## src/rtl/mmio_uart_responder.sv

```systemverilog
// Memory-mapped UART responder: status / rx / tx / cycle-counter registers on the
// memory-stage I/O bus, with FIFO-buffered 8N1 transmitter and receiver.
module mmio_uart_responder #(
  parameter int CLOCK_FREQ = 50_000_000,
  parameter int BAUD_RATE  = 115200,
  parameter int FIFO_DEPTH = 8
) (
  input  logic        clk,
  input  logic        rst,
  input  logic        io_en,
  input  logic [3:0]  io_we,
  input  logic [31:0] io_addr,
  input  logic [31:0] io_din,
  output logic [31:0] io_dout,
  input  logic        serial_in,
  output logic        serial_out
);

  localparam int BIT_PERIOD  = CLOCK_FREQ / BAUD_RATE;
  localparam int HALF_PERIOD = BIT_PERIOD / 2;
  localparam int CW          = $clog2(BIT_PERIOD + 1);
  localparam int AW          = $clog2(FIFO_DEPTH);
  localparam logic [CW-1:0] BIT_LAST  = CW'(BIT_PERIOD - 1);
  localparam logic [CW-1:0] HALF_LAST = CW'(HALF_PERIOD - 1);
  localparam logic [3:0] OFF_STATUS = 4'd0;
  localparam logic [3:0] OFF_RXDATA = 4'd1;
  localparam logic [3:0] OFF_TXDATA = 4'd2;
  localparam logic [3:0] OFF_CYCLE  = 4'd4;
  localparam logic [3:0] OFF_CLEAR  = 4'd6;

  typedef enum logic [1:0] {S_IDLE = 2'd0, S_START = 2'd1, S_DATA = 2'd2, S_STOP = 2'd3} uart_state_t;

  logic [3:0]  off_s;
  logic        load_s, store_s, status_rd_s;
  logic [31:0] rd_data_s, cycle_r;
  logic        overrun_r, serial_out_r;
  logic        addr_unused_s;

  assign off_s         = io_addr[5:2];
  assign load_s        = io_en & (io_we == 4'd0);
  assign store_s       = io_en & (io_we != 4'd0);
  assign status_rd_s   = load_s & (off_s == OFF_STATUS);
  assign addr_unused_s = ^{io_addr[31:6], io_addr[1:0], io_din[31:8]};
  assign serial_out    = serial_out_r;

  // ---------------- TX FIFO ----------------
  logic [7:0]  tx_mem_r [FIFO_DEPTH];
  logic [AW:0] tx_wr_r, tx_rd_r;
  logic        tx_full_s, tx_empty_s, tx_push_s, tx_pop_s;

  assign tx_full_s  = (tx_wr_r[AW-1:0] == tx_rd_r[AW-1:0]) && (tx_wr_r[AW] != tx_rd_r[AW]);
  assign tx_empty_s = (tx_wr_r == tx_rd_r);
  assign tx_push_s  = store_s && (off_s == OFF_TXDATA) && !tx_full_s;

  // TX FIFO pointers
  always_ff @(posedge clk or posedge rst) begin
    if (rst) begin
      tx_wr_r <= '0;
      tx_rd_r <= '0;
    end else begin
      if (tx_push_s) tx_wr_r <= tx_wr_r + 1'b1;
      if (tx_pop_s)  tx_rd_r <= tx_rd_r + 1'b1;
    end
  end

  // TX FIFO storage
  always_ff @(posedge clk) begin
    if (tx_push_s) tx_mem_r[tx_wr_r[AW-1:0]] <= io_din[7:0];
  end

  // ---------------- TX FSM ----------------
  uart_state_t tx_state_r, tx_next_s;
  logic [CW-1:0] tx_baud_r;
  logic [2:0]    tx_bit_r;
  logic [7:0]    tx_shift_r;
  logic          tx_tick_s, tx_line_s;

  assign tx_tick_s = (tx_baud_r == BIT_LAST);

  // TX state register
  always_ff @(posedge clk or posedge rst) begin
    if (rst) tx_state_r <= S_IDLE;
    else     tx_state_r <= tx_next_s;
  end

  // TX next state; a finished stop bit chains straight into the next start bit
  always_comb begin
    tx_next_s = tx_state_r;
    tx_pop_s  = 1'b0;
    case (tx_state_r)
      S_IDLE: begin
        if (!tx_empty_s) begin
          tx_next_s = S_START;
          tx_pop_s  = 1'b1;
        end else begin
          tx_next_s = S_IDLE;
        end
      end
      S_START: begin
        if (tx_tick_s) tx_next_s = S_DATA;
        else           tx_next_s = S_START;
      end
      S_DATA: begin
        if (tx_tick_s && (tx_bit_r == 3'd7)) tx_next_s = S_STOP;
        else                                 tx_next_s = S_DATA;
      end
      S_STOP: begin
        if (tx_tick_s && !tx_empty_s) begin
          tx_next_s = S_START;
          tx_pop_s  = 1'b1;
        end else if (tx_tick_s) begin
          tx_next_s = S_IDLE;
        end else begin
          tx_next_s = S_STOP;
        end
      end
      default: tx_next_s = S_IDLE;
    endcase
  end

  // TX line level for the current state
  always_comb begin
    tx_line_s = 1'b1;
    case (tx_state_r)
      S_IDLE:  tx_line_s = 1'b1;
      S_START: tx_line_s = 1'b0;
      S_DATA:  tx_line_s = tx_shift_r[tx_bit_r];
      S_STOP:  tx_line_s = 1'b1;
      default: tx_line_s = 1'b1;
    endcase
  end

  // TX baud timer, bit index, shift register and registered line
  always_ff @(posedge clk or posedge rst) begin
    if (rst) begin
      tx_baud_r    <= '0;
      tx_bit_r     <= 3'd0;
      tx_shift_r   <= 8'd0;
      serial_out_r <= 1'b1;
    end else begin
      if ((tx_state_r == S_IDLE) || tx_tick_s) tx_baud_r <= '0;
      else                                     tx_baud_r <= tx_baud_r + CW'(1);
      if ((tx_state_r == S_DATA) && tx_tick_s) tx_bit_r <= tx_bit_r + 3'd1;
      if (tx_pop_s) tx_shift_r <= tx_mem_r[tx_rd_r[AW-1:0]];
      serial_out_r <= tx_line_s;
    end
  end

  // ---------------- RX FSM ----------------
  uart_state_t rx_state_r, rx_next_s;
  logic          rx_sync1_r, rx_sync2_r, rx_prev_r;
  logic [CW-1:0] rx_baud_r;
  logic [2:0]    rx_bit_r;
  logic [7:0]    rx_shift_r;
  logic          rx_fall_s, rx_tick_s, rx_push_s, rx_shift_en_s;

  assign rx_fall_s = rx_prev_r & ~rx_sync2_r;
  assign rx_tick_s = (rx_state_r == S_START) ? (rx_baud_r == HALF_LAST) : (rx_baud_r == BIT_LAST);

  // RX state register
  always_ff @(posedge clk or posedge rst) begin
    if (rst) rx_state_r <= S_IDLE;
    else     rx_state_r <= rx_next_s;
  end

  // RX next state; a high line at mid-start is a false start
  always_comb begin
    rx_next_s = rx_state_r;
    case (rx_state_r)
      S_IDLE: begin
        if (rx_fall_s) rx_next_s = S_START;
        else           rx_next_s = S_IDLE;
      end
      S_START: begin
        if (rx_tick_s && rx_sync2_r) rx_next_s = S_IDLE;
        else if (rx_tick_s)          rx_next_s = S_DATA;
        else                         rx_next_s = S_START;
      end
      S_DATA: begin
        if (rx_tick_s && (rx_bit_r == 3'd7)) rx_next_s = S_STOP;
        else                                 rx_next_s = S_DATA;
      end
      S_STOP: begin
        if (rx_tick_s) rx_next_s = S_IDLE;
        else           rx_next_s = S_STOP;
      end
      default: rx_next_s = S_IDLE;
    endcase
  end

  // RX outputs: shift strobe at data mid-bits, push on a valid stop bit
  always_comb begin
    rx_push_s     = 1'b0;
    rx_shift_en_s = 1'b0;
    case (rx_state_r)
      S_DATA:  rx_shift_en_s = rx_tick_s;
      S_STOP:  rx_push_s     = rx_tick_s & rx_sync2_r;
      default: rx_push_s     = 1'b0;
    endcase
  end

  // RX synchronizer, baud timer, bit index and shift register
  always_ff @(posedge clk or posedge rst) begin
    if (rst) begin
      rx_sync1_r <= 1'b1;
      rx_sync2_r <= 1'b1;
      rx_prev_r  <= 1'b1;
      rx_baud_r  <= '0;
      rx_bit_r   <= 3'd0;
      rx_shift_r <= 8'd0;
    end else begin
      rx_sync1_r <= serial_in;
      rx_sync2_r <= rx_sync1_r;
      rx_prev_r  <= rx_sync2_r;
      if ((rx_state_r == S_IDLE) || rx_tick_s) rx_baud_r <= '0;
      else                                     rx_baud_r <= rx_baud_r + CW'(1);
      if (rx_shift_en_s) begin
        rx_bit_r   <= rx_bit_r + 3'd1;
        rx_shift_r <= {rx_sync2_r, rx_shift_r[7:1]};
      end
    end
  end

  // ---------------- RX FIFO ----------------
  logic [7:0]  rx_mem_r [FIFO_DEPTH];
  logic [AW:0] rx_wr_r, rx_rd_r;
  logic        rx_full_s, rx_empty_s, rx_pop_s, rx_wr_s, overrun_set_s;

  assign rx_full_s     = (rx_wr_r[AW-1:0] == rx_rd_r[AW-1:0]) && (rx_wr_r[AW] != rx_rd_r[AW]);
  assign rx_empty_s    = (rx_wr_r == rx_rd_r);
  assign rx_pop_s      = load_s && (off_s == OFF_RXDATA) && !rx_empty_s;
  assign rx_wr_s       = rx_push_s && !rx_full_s;
  assign overrun_set_s = rx_push_s && rx_full_s;

  // RX FIFO pointers
  always_ff @(posedge clk or posedge rst) begin
    if (rst) begin
      rx_wr_r <= '0;
      rx_rd_r <= '0;
    end else begin
      if (rx_wr_s)  rx_wr_r <= rx_wr_r + 1'b1;
      if (rx_pop_s) rx_rd_r <= rx_rd_r + 1'b1;
    end
  end

  // RX FIFO storage
  always_ff @(posedge clk) begin
    if (rx_wr_s) rx_mem_r[rx_wr_r[AW-1:0]] <= rx_shift_r;
  end

  // ---------------- registers and load path ----------------
  // Read data mux, sampled at the request edge
  always_comb begin
    rd_data_s = 32'd0;
    case (off_s)
      OFF_STATUS: rd_data_s = {29'd0, overrun_r, ~rx_empty_s, ~tx_full_s};
      OFF_RXDATA: rd_data_s = rx_empty_s ? 32'd0 : {24'd0, rx_mem_r[rx_rd_r[AW-1:0]]};
      OFF_CYCLE:  rd_data_s = cycle_r;
      default:    rd_data_s = 32'd0;
    endcase
  end

  // Sticky overrun (set wins over clear), cycle counter (clear wins), load data
  always_ff @(posedge clk or posedge rst) begin
    if (rst) begin
      overrun_r <= 1'b0;
      cycle_r   <= 32'd0;
      io_dout   <= 32'd0;
    end else begin
      if (overrun_set_s)    overrun_r <= 1'b1;
      else if (status_rd_s) overrun_r <= 1'b0;
      if (store_s && (off_s == OFF_CLEAR)) cycle_r <= 32'd0;
      else                                 cycle_r <= cycle_r + 32'd1;
      if (load_s) io_dout <= rd_data_s;
    end
  end

endmodule

```

## config.mk

```make
export PLATFORM = sky130hd
export DESIGN_NAME = mmio_uart_responder
export DESIGN_NICKNAME = d
export VERILOG_FILES = /design/src/rtl/mmio_uart_responder.sv
export SDC_FILE = /design/constraint.sdc
export NUM_CORES = 1
export LEC_CHECK = 0
export ABC_AREA = 0
export BUFFER_PORTS_ARGS = -buffer_cell sky130_fd_sc_hd__buf_4
export CAP_MARGIN = 15
export CORE_ASPECT_RATIO = 0.6
export CORE_MARGIN = 1.5
export CORE_UTILIZATION = 45
export CTS_BUF_LIST = sky130_fd_sc_hd__clkbuf_8
export DETAILED_ROUTE_END_ITERATION = 8
export PLACE_DENSITY = 0.74
export SKIP_LAST_GASP = 1
export SYNTH_ARGS = -nofsm -noshare
export SYNTH_HDL_FRONTEND = slang
export SYNTH_SLANG_ARGS = --single-unit
```

## constraint.sdc

```tcl
create_clock -name clk -period 6.9 [get_ports clk]
set_input_delay 1.035 -clock clk [delete_from_list [all_inputs] [get_ports clk]]
set_output_delay 1.035 -clock clk [all_outputs]
set_load 0.01 [all_outputs]
```

# Yosys cells after proc, flatten, opt, wreduce, memory -nomap -nowiden

Memories as Yosys holds them, arrays and structs flattened. A register that Yosys moved wholly into a read port is not among the register bits.
Index checks and enable logic that the tools add are counted.

$add $sub $neg: 9
$lt $le $gt $ge: 1
Equal/unequal tests: 21
Muxes and demuxes: 32
Bitwise gates (word level): 8
Reductions and logical operators: 27

Operators with widths:

| cell                  | count |
|---|---|
| $pmux 32 s3           | 1 |
| $add 32x1->32 const B | 1 |
| $mux 32               | 1 |
| $add 9x1->9 const B   | 2 |
| $eq 9x9->1 const B    | 2 |
| $mux 9                | 2 |
| $add 4x1->4 const B   | 4 |
| $mux 1                | 16 |
| $pmux 2 s4            | 2 |
| $logic_and 1x1->1     | 14 |
| $mux 2                | 6 |
| $eq 9x8->1 const B    | 1 |
| $eq 2x2->1 const B    | 4 |
| $eq 4x3->1 const B    | 2 |
| $eq 4x4->1            | 2 |
| $logic_not 4->1       | 2 |
| $mux 8                | 1 |
| $add 3x1->3 const B   | 2 |
| $eq 3x3->1            | 2 |
| $eq 3x3->1 const B    | 2 |
| $and 1x1->1           | 5 |
| $eq 2x1->1 const B    | 2 |
| $eq 4x1->1 const B    | 1 |
| $eq 4x2->1 const B    | 1 |
| other kinds (12)      | 20 |

Register bits after elaboration: 121
RAM bits: 128
Output and inout port bits: 33
Logic and storage cells: 118
Memories: 2

Memory list:

| name     | depth | bits a word | rd ports | clocked after memory_dff | write ports | line | source |
|---|---|---|---|---|---|---|---|
| rx_mem_r | 8     | 8           | 1        | 0                        | 1           | 225  | `logic [7:0] rx_mem_r [FIFO_DEPTH];` |
| tx_mem_r | 8     | 8           | 1        | 1                        | 1           | 47   | `logic [7:0] tx_mem_r [FIFO_DEPTH];` |

# Depth between registers and ports, before layout

Depth in word-level cells: 7
Gate-level depth with buffers: 8
Gate-level depth less buffers: 7

# Worst setup path after synthesis

No wires, ideal clock.

Path type: input to register
Start: in io_we[1]
End: mem tx_mem_r[4][0], enable pin
Setup time: 398 ps
Data arrival time: 2,797 ps
Required time: 6,502 ps
Path slack: 3,705 ps
Cell stages on the path: 4
Path buffers: 0
Cells stage by stage: nor4_1 nor4bb_1 nand3_1 nor4b_1

Longest elaborated chain between the ends: 6

Ends and longest elaborated chain:

| element                         | line | source |
|---|---|---|
| start, declared                 | 11   | `input logic [3:0] io_we,` |
| $reduce_bool 4->1               | 41   | `assign store_s = io_en & (io_we != 4'd0);` |
| $and 1x1->1                     | 41   |  |
| $logic_and 1x1->1 (2 in series) | 53   | `assign tx_push_s = store_s && (off_s == OFF_TXDATA) && !tx_full_s;` |
| $mux 1                          | 68   | `if (tx_push_s) tx_mem_r[tx_wr_r[AW-1:0]] <= io_din[7:0];` |
| $mux 1 (implied by the code)    | 68   |  |
| end, declared                   | 47   |  |

No other way between the ends.

# Final worst setup path

Start: reg tx_baud_r[1]
End: reg tx_rd_r[1]

Longest elaborated chain between the ends: 4

Ends and longest elaborated chain:

| element                | line | source |
|---|---|---|
| start, declared        | 73   | `logic [CW-1:0] tx_baud_r;` |
| start signal, assigned | 142  | `else tx_baud_r <= tx_baud_r + CW'(1);` |
| $eq 9x9->1             | 78   | `assign tx_tick_s = (tx_baud_r == BIT_LAST);` |
| $logic_and 1x1->1      | 108  | `if (tx_tick_s && !tx_empty_s) begin` |
| $mux 1                 | 108  |  |
| $pmux 1 s2             | 90   | `case (tx_state_r)` |
| end signal, assigned   | 62   | `if (tx_pop_s) tx_rd_r <= tx_rd_r + 1'b1;` |
| end, declared          | 48   | `logic [AW:0] tx_wr_r, tx_rd_r;` |

No other way between the ends.
A chain may end at the register's enable or synchronous reset.

==> Flow_metrics.wiki <==
{| class="wikitable"
! Metric !! Value
|-
| Leading cell types by count after synthesis || sky130_fd_sc_hd__edfxtp_1 (128), sky130_fd_sc_hd__dfrtp_1 (125), sky130_fd_sc_hd__nor2_1 (75), sky130_fd_sc_hd__nand2_1 (71), sky130_fd_sc_hd__xor2_1 (33)
|-
| Routed len/inst || 17.4 µm
|-
| Min Tclk post-route || 3.07 ns
|-
| Endpoint class of the critical path || flip-flop
|-
| Dominant cells by area after synthesis || sky130_fd_sc_hd__edfxtp_1 (35%), sky130_fd_sc_hd__dfrtp_1 (29%), sky130_fd_sc_hd__mux4_2 (6.6%)
|-
| Crit path DAT || 3.48 ns
|-
| DRT iter0 DRCs || 446
|-
| Slew @ Worst Pin || 1.11 ns
|-
| Count of warnings emitted by yosys || 0
|-
| Most instantiated library cell after synthesis || sky130_fd_sc_hd__edfxtp_1
|-
| Class of the tightest hold or removal check || reg -> reg
|-
| Overall die width || 204 µm
|-
| Global-route congestion overflow total || 0
|-
| Total negative slack || 0 ns
|-
| Ys flop type || sky130_fd_sc_hd__edfxtp_1
|-
| Post-DRT Antenna Nets || 0
|-
| Achievable clock frequency || 0.326 GHz
|-
| Number of buffers created by CTS || 37
|-
| Initial standard-cell utilization of the core || 46.5%
|-
| Global routing usage summed across all routing layers || 17.2%
|-
| Classification of the worst setup path || reg -> reg
|-
| Mean instance size in the synthesized netlist || about 14 µm²
|-
| Netlist cell types || 55
|-
| Cts-stage hold buffer count || 0
|-
| Area of the die || 25,200 µm²
|-
| Post-synthesis to final-layout area growth || 13.7%
|-
| H-Tree Level Count || 2
|-
| Number of placement rows || 43
|-
| Ant diodes || 0
|-
| Worst R2R End || tx_rd_r[1]$_DFFE_PP0P_
|-
| Required time at the worst-slack endpoint || 7.32 ns
|-
| Final setup fails || 0
|-
| Final hold violation count || 0
|-
| Max-Cap Viols || 0
|-
| Worst-path fanout max || 20
|-
| Sort of element at the start of the critical path || flip-flop
|-
| Internal reg-to-reg setup slack || 3.83 ns
|-
| Clock tree from TritonCTS || yes
|-
| Area share of the leading cell type in the synthesized netlist || between 30% and 40%
|-
| First-pass GRT wire length || 33,400 µm
|-
| Post-route non-filler standard cell count || roughly 1,200
|-
| Worst hold slack across all endpoints || 0.357 ns
|-
| Leading area contributor after synthesis || sky130_fd_sc_hd__edfxtp_1
|-
| Core box area || around 23,000 µm²
|-
| Insertion delay to the later sink of the worst-skew pair || 0.53 ns
|-
| Clk sinks || 257
|-
| Share of the yosys chip area belonging to registers || between 60% and 70%
|-
| Last weighted congestion value of the routability-driven placer || about 0.79
|-
| Total via count in the routed design || 6,295
|-
| Mapped Area || 10,900 µm²
|-
| Post-DP HPWL || 13,700 µm
|-
| Net count reported at finish || 940
|-
| Clock-pin slew on the worst setup and hold paths || 0.07 ns
|-
| Worst r2r path cells || 6
|-
| Slew headroom || 25.7%
|-
| Clock skew || 0.0154 ns
|-
| Count of port buffers added during placement || 52
|-
| Detailed-router iteration count before antenna repair || 5
|-
| Post CTS Setup Buffer Count || 0
|-
| Share of flip-flops with an asynchronous set or reset after synthesis || 50.2%
|-
| Flip-flop and latch count after synthesis || between 200 and 300
|-
| Post-synth EDFFs || 128
|-
| DRC viols || 0
|-
| Share of layout cells above drive strength 1 || between 20% and 30%
|-
| Filler cell count in the final layout || 1,906
|-
| Number of slew-limit violations in the final report || 0
|-
| IO Count || between 100 and 150
|-
| Pin count of the biggest net entering global routing || 71
|-
| FF-to-FF Start || tx_baud_r[1]$_DFF_PP0_
|-
| Total Wirelength || 20,700 µm
|-
| CTS Root Buffer Type || sky130_fd_sc_hd__clkbuf_8
|-
| Crit. Startpoint || tx_baud_r[1]$_DFF_PP0_
|-
| Clock Path Buffers || 3
|-
| Net count of the mapped netlist || 869
|-
| Peak VDD IR || 0.154 mV
|-
| Final Cycle Share || about 44%
|-
| Pwr per Cell Area || 293 nW/µm²
|-
| # placed instances || 1,125
|-
| Leakage component of the power || 4.71 nW
|-
| Setup crit end || tx_rd_r[1]$_DFFE_PP0P_
|-
| Number of global-route vias before repair || 6,139
|-
| Vias per cell || 5.27
|-
| Die Span Y || 124 µm
|-
| Outcome || completed
|-
| Initial antenna violation count || 0
|-
| RSZ-0062 raised after global routing || no
|-
| Post-Syn Instances || 780
|-
| Post-cts gate resize count || 0
|}
how the worst min path moves through the flow:
stage	to	slack [ns]	start	depth (start not counted)
global route	rx_sync2_r$_DFF_PP1_	0.36	rx_sync1_r$_DFF_PP1_	0
finish	rx_sync2_r$_DFF_PP1_	0.36	rx_sync1_r$_DFF_PP1_	0
detailed placement	rx_sync2_r$_DFF_PP1_	0.35	rx_sync1_r$_DFF_PP1_	0
global placement	rx_sync2_r$_DFF_PP1_	0.35	rx_sync1_r$_DFF_PP1_	0
floorplan	rx_sync2_r$_DFF_PP1_	0.35	rx_sync1_r$_DFF_PP1_	0
CTS	rx_sync2_r$_DFF_PP1_	0.36	rx_sync1_r$_DFF_PP1_	0
metal layers:
layer / global-route usage [%] / part of all wire [%] / vias up
li1: - / - / 3020
met1: 26.2 / 49 / 3102
met2: 24.9 / 43 / 146
met3: 4.27 / 6.3 / 27
met4: 3.77 / 1.0 / 0
met5: 0 / 0 / -
registers in the layout (all words and copies together), names as in the netlist, 2 cells and up:
| name | cells |
|---|---|
| rx_bit_r | 3 |
| rx_state_r | 2 |
| tx_bit_r | 3 |
| tx_mem_r | 64 |
| tx_state_r | 2 |
| tx_rd_r | 4 |
| io_dout | 32 |
| rx_shift_r | 8 |
| tx_baud_r | 9 |
| rx_mem_r | 64 |
| cycle_r | 32 |
| tx_wr_r | 4 |
| rx_wr_r | 4 |
| rx_rd_r | 4 |
| tx_shift_r | 8 |
| rx_baud_r | 9 |
critical path, cell delays in order, from the launching register on:
cell                      delay, ns
sky130_fd_sc_hd__dfrtp_1       0.40
sky130_fd_sc_hd__inv_1         0.06
sky130_fd_sc_hd__ha_1          0.13
sky130_fd_sc_hd__nand4_1       0.15
sky130_fd_sc_hd__o41ai_2       0.78
sky130_fd_sc_hd__nor3b_2       1.02
sky130_fd_sc_hd__mux2_2        0.42
placed cells by master (no fill, tap or decap), types with 4 or more instances in the layout:
cell / instances
sky130_fd_sc_hd__xor2_1: 33
sky130_fd_sc_hd__nor2_1: 75
sky130_fd_sc_hd__nand4_1: 23
sky130_fd_sc_hd__dfstp_2: 4
sky130_fd_sc_hd__nand3_1: 24
sky130_fd_sc_hd__nand2_1: 71
sky130_fd_sc_hd__nor3_1: 8
sky130_fd_sc_hd__mux2_2: 13
sky130_fd_sc_hd__mux4_2: 32
sky130_fd_sc_hd__a21oi_1: 16
sky130_fd_sc_hd__dfrtp_1: 125
sky130_fd_sc_hd__mux2_4: 9
sky130_fd_sc_hd__edfxtp_1: 128
sky130_fd_sc_hd__inv_1: 29
sky130_fd_sc_hd__or3_1: 4
sky130_fd_sc_hd__nor4_1: 7
sky130_fd_sc_hd__mux2i_1: 14
sky130_fd_sc_hd__clkbuf_8: 42
sky130_fd_sc_hd__ha_1: 17
sky130_fd_sc_hd__xnor2_1: 29
sky130_fd_sc_hd__and2_1: 4
sky130_fd_sc_hd__and3_1: 14
sky130_fd_sc_hd__buf_4: 68
sky130_fd_sc_hd__o21ai_0: 30
sky130_fd_sc_hd__a221oi_1: 7
metrics by stage:
step           power (W)  utilization, %  setup WS (ns)  cell area (µm²)
6_report         0.00363            52.8           3.83            12400
2_1_floorplan    0.00236               -           2.43            10900
3_3_place_gp     0.00253            49.8           3.41            11700
3_5_place_dp     0.00255            49.8           3.39            11700
5_1_grt          0.00382            52.8           3.66            12400
4_1_cts          0.00367            52.7           3.78            12400
area by class of cell:
type | instances | area (µm²) | share of cell area, %
flip-flops and latches | 257 | 7080 | 57.1
repair buffers | 69 | 538 | 4.34
clock buffers | 42 | 578 | 4.67
well taps | 315 | 394 | 3.18
clock inverters | 25 | 105 | 0.848
inverters | 12 | 50.0 | 0.404
multi-input cells | 474 | 3650 | 29.4
cells by family (layout without fill, tap and decap cells):
group / Yosys count / in the layout / synth area share [%]
AO/OA/AOI/OAI: 68 / 68 / 4.04
adder cells (fa/ha/maj): 17 / 17 / 1.95
XOR/XNOR: 62 / 62 / 4.98
buffers and inverters: 49 / 148 / 1.94
AND/OR/NAND/NOR: 259 / 259 / 11.7
flip-flops: 257 / 257 / 64.9
multiplexers: 68 / 68 / 10.5
where the power goes:
group | total (W) | leakage, nW | switching (W) | internal [W]
combinational | 0.000559 | 1.57 | 0.000270 | 0.000288
clock | 0.00111 | 0.413 | 0.000551 | 0.000558
sequential | 0.00196 | 2.73 | 0.000207 | 0.00175
total | 0.00363 | 4.71 | 0.00103 | 0.00260
No activity file was read; power rests on OpenSTA's default activity.
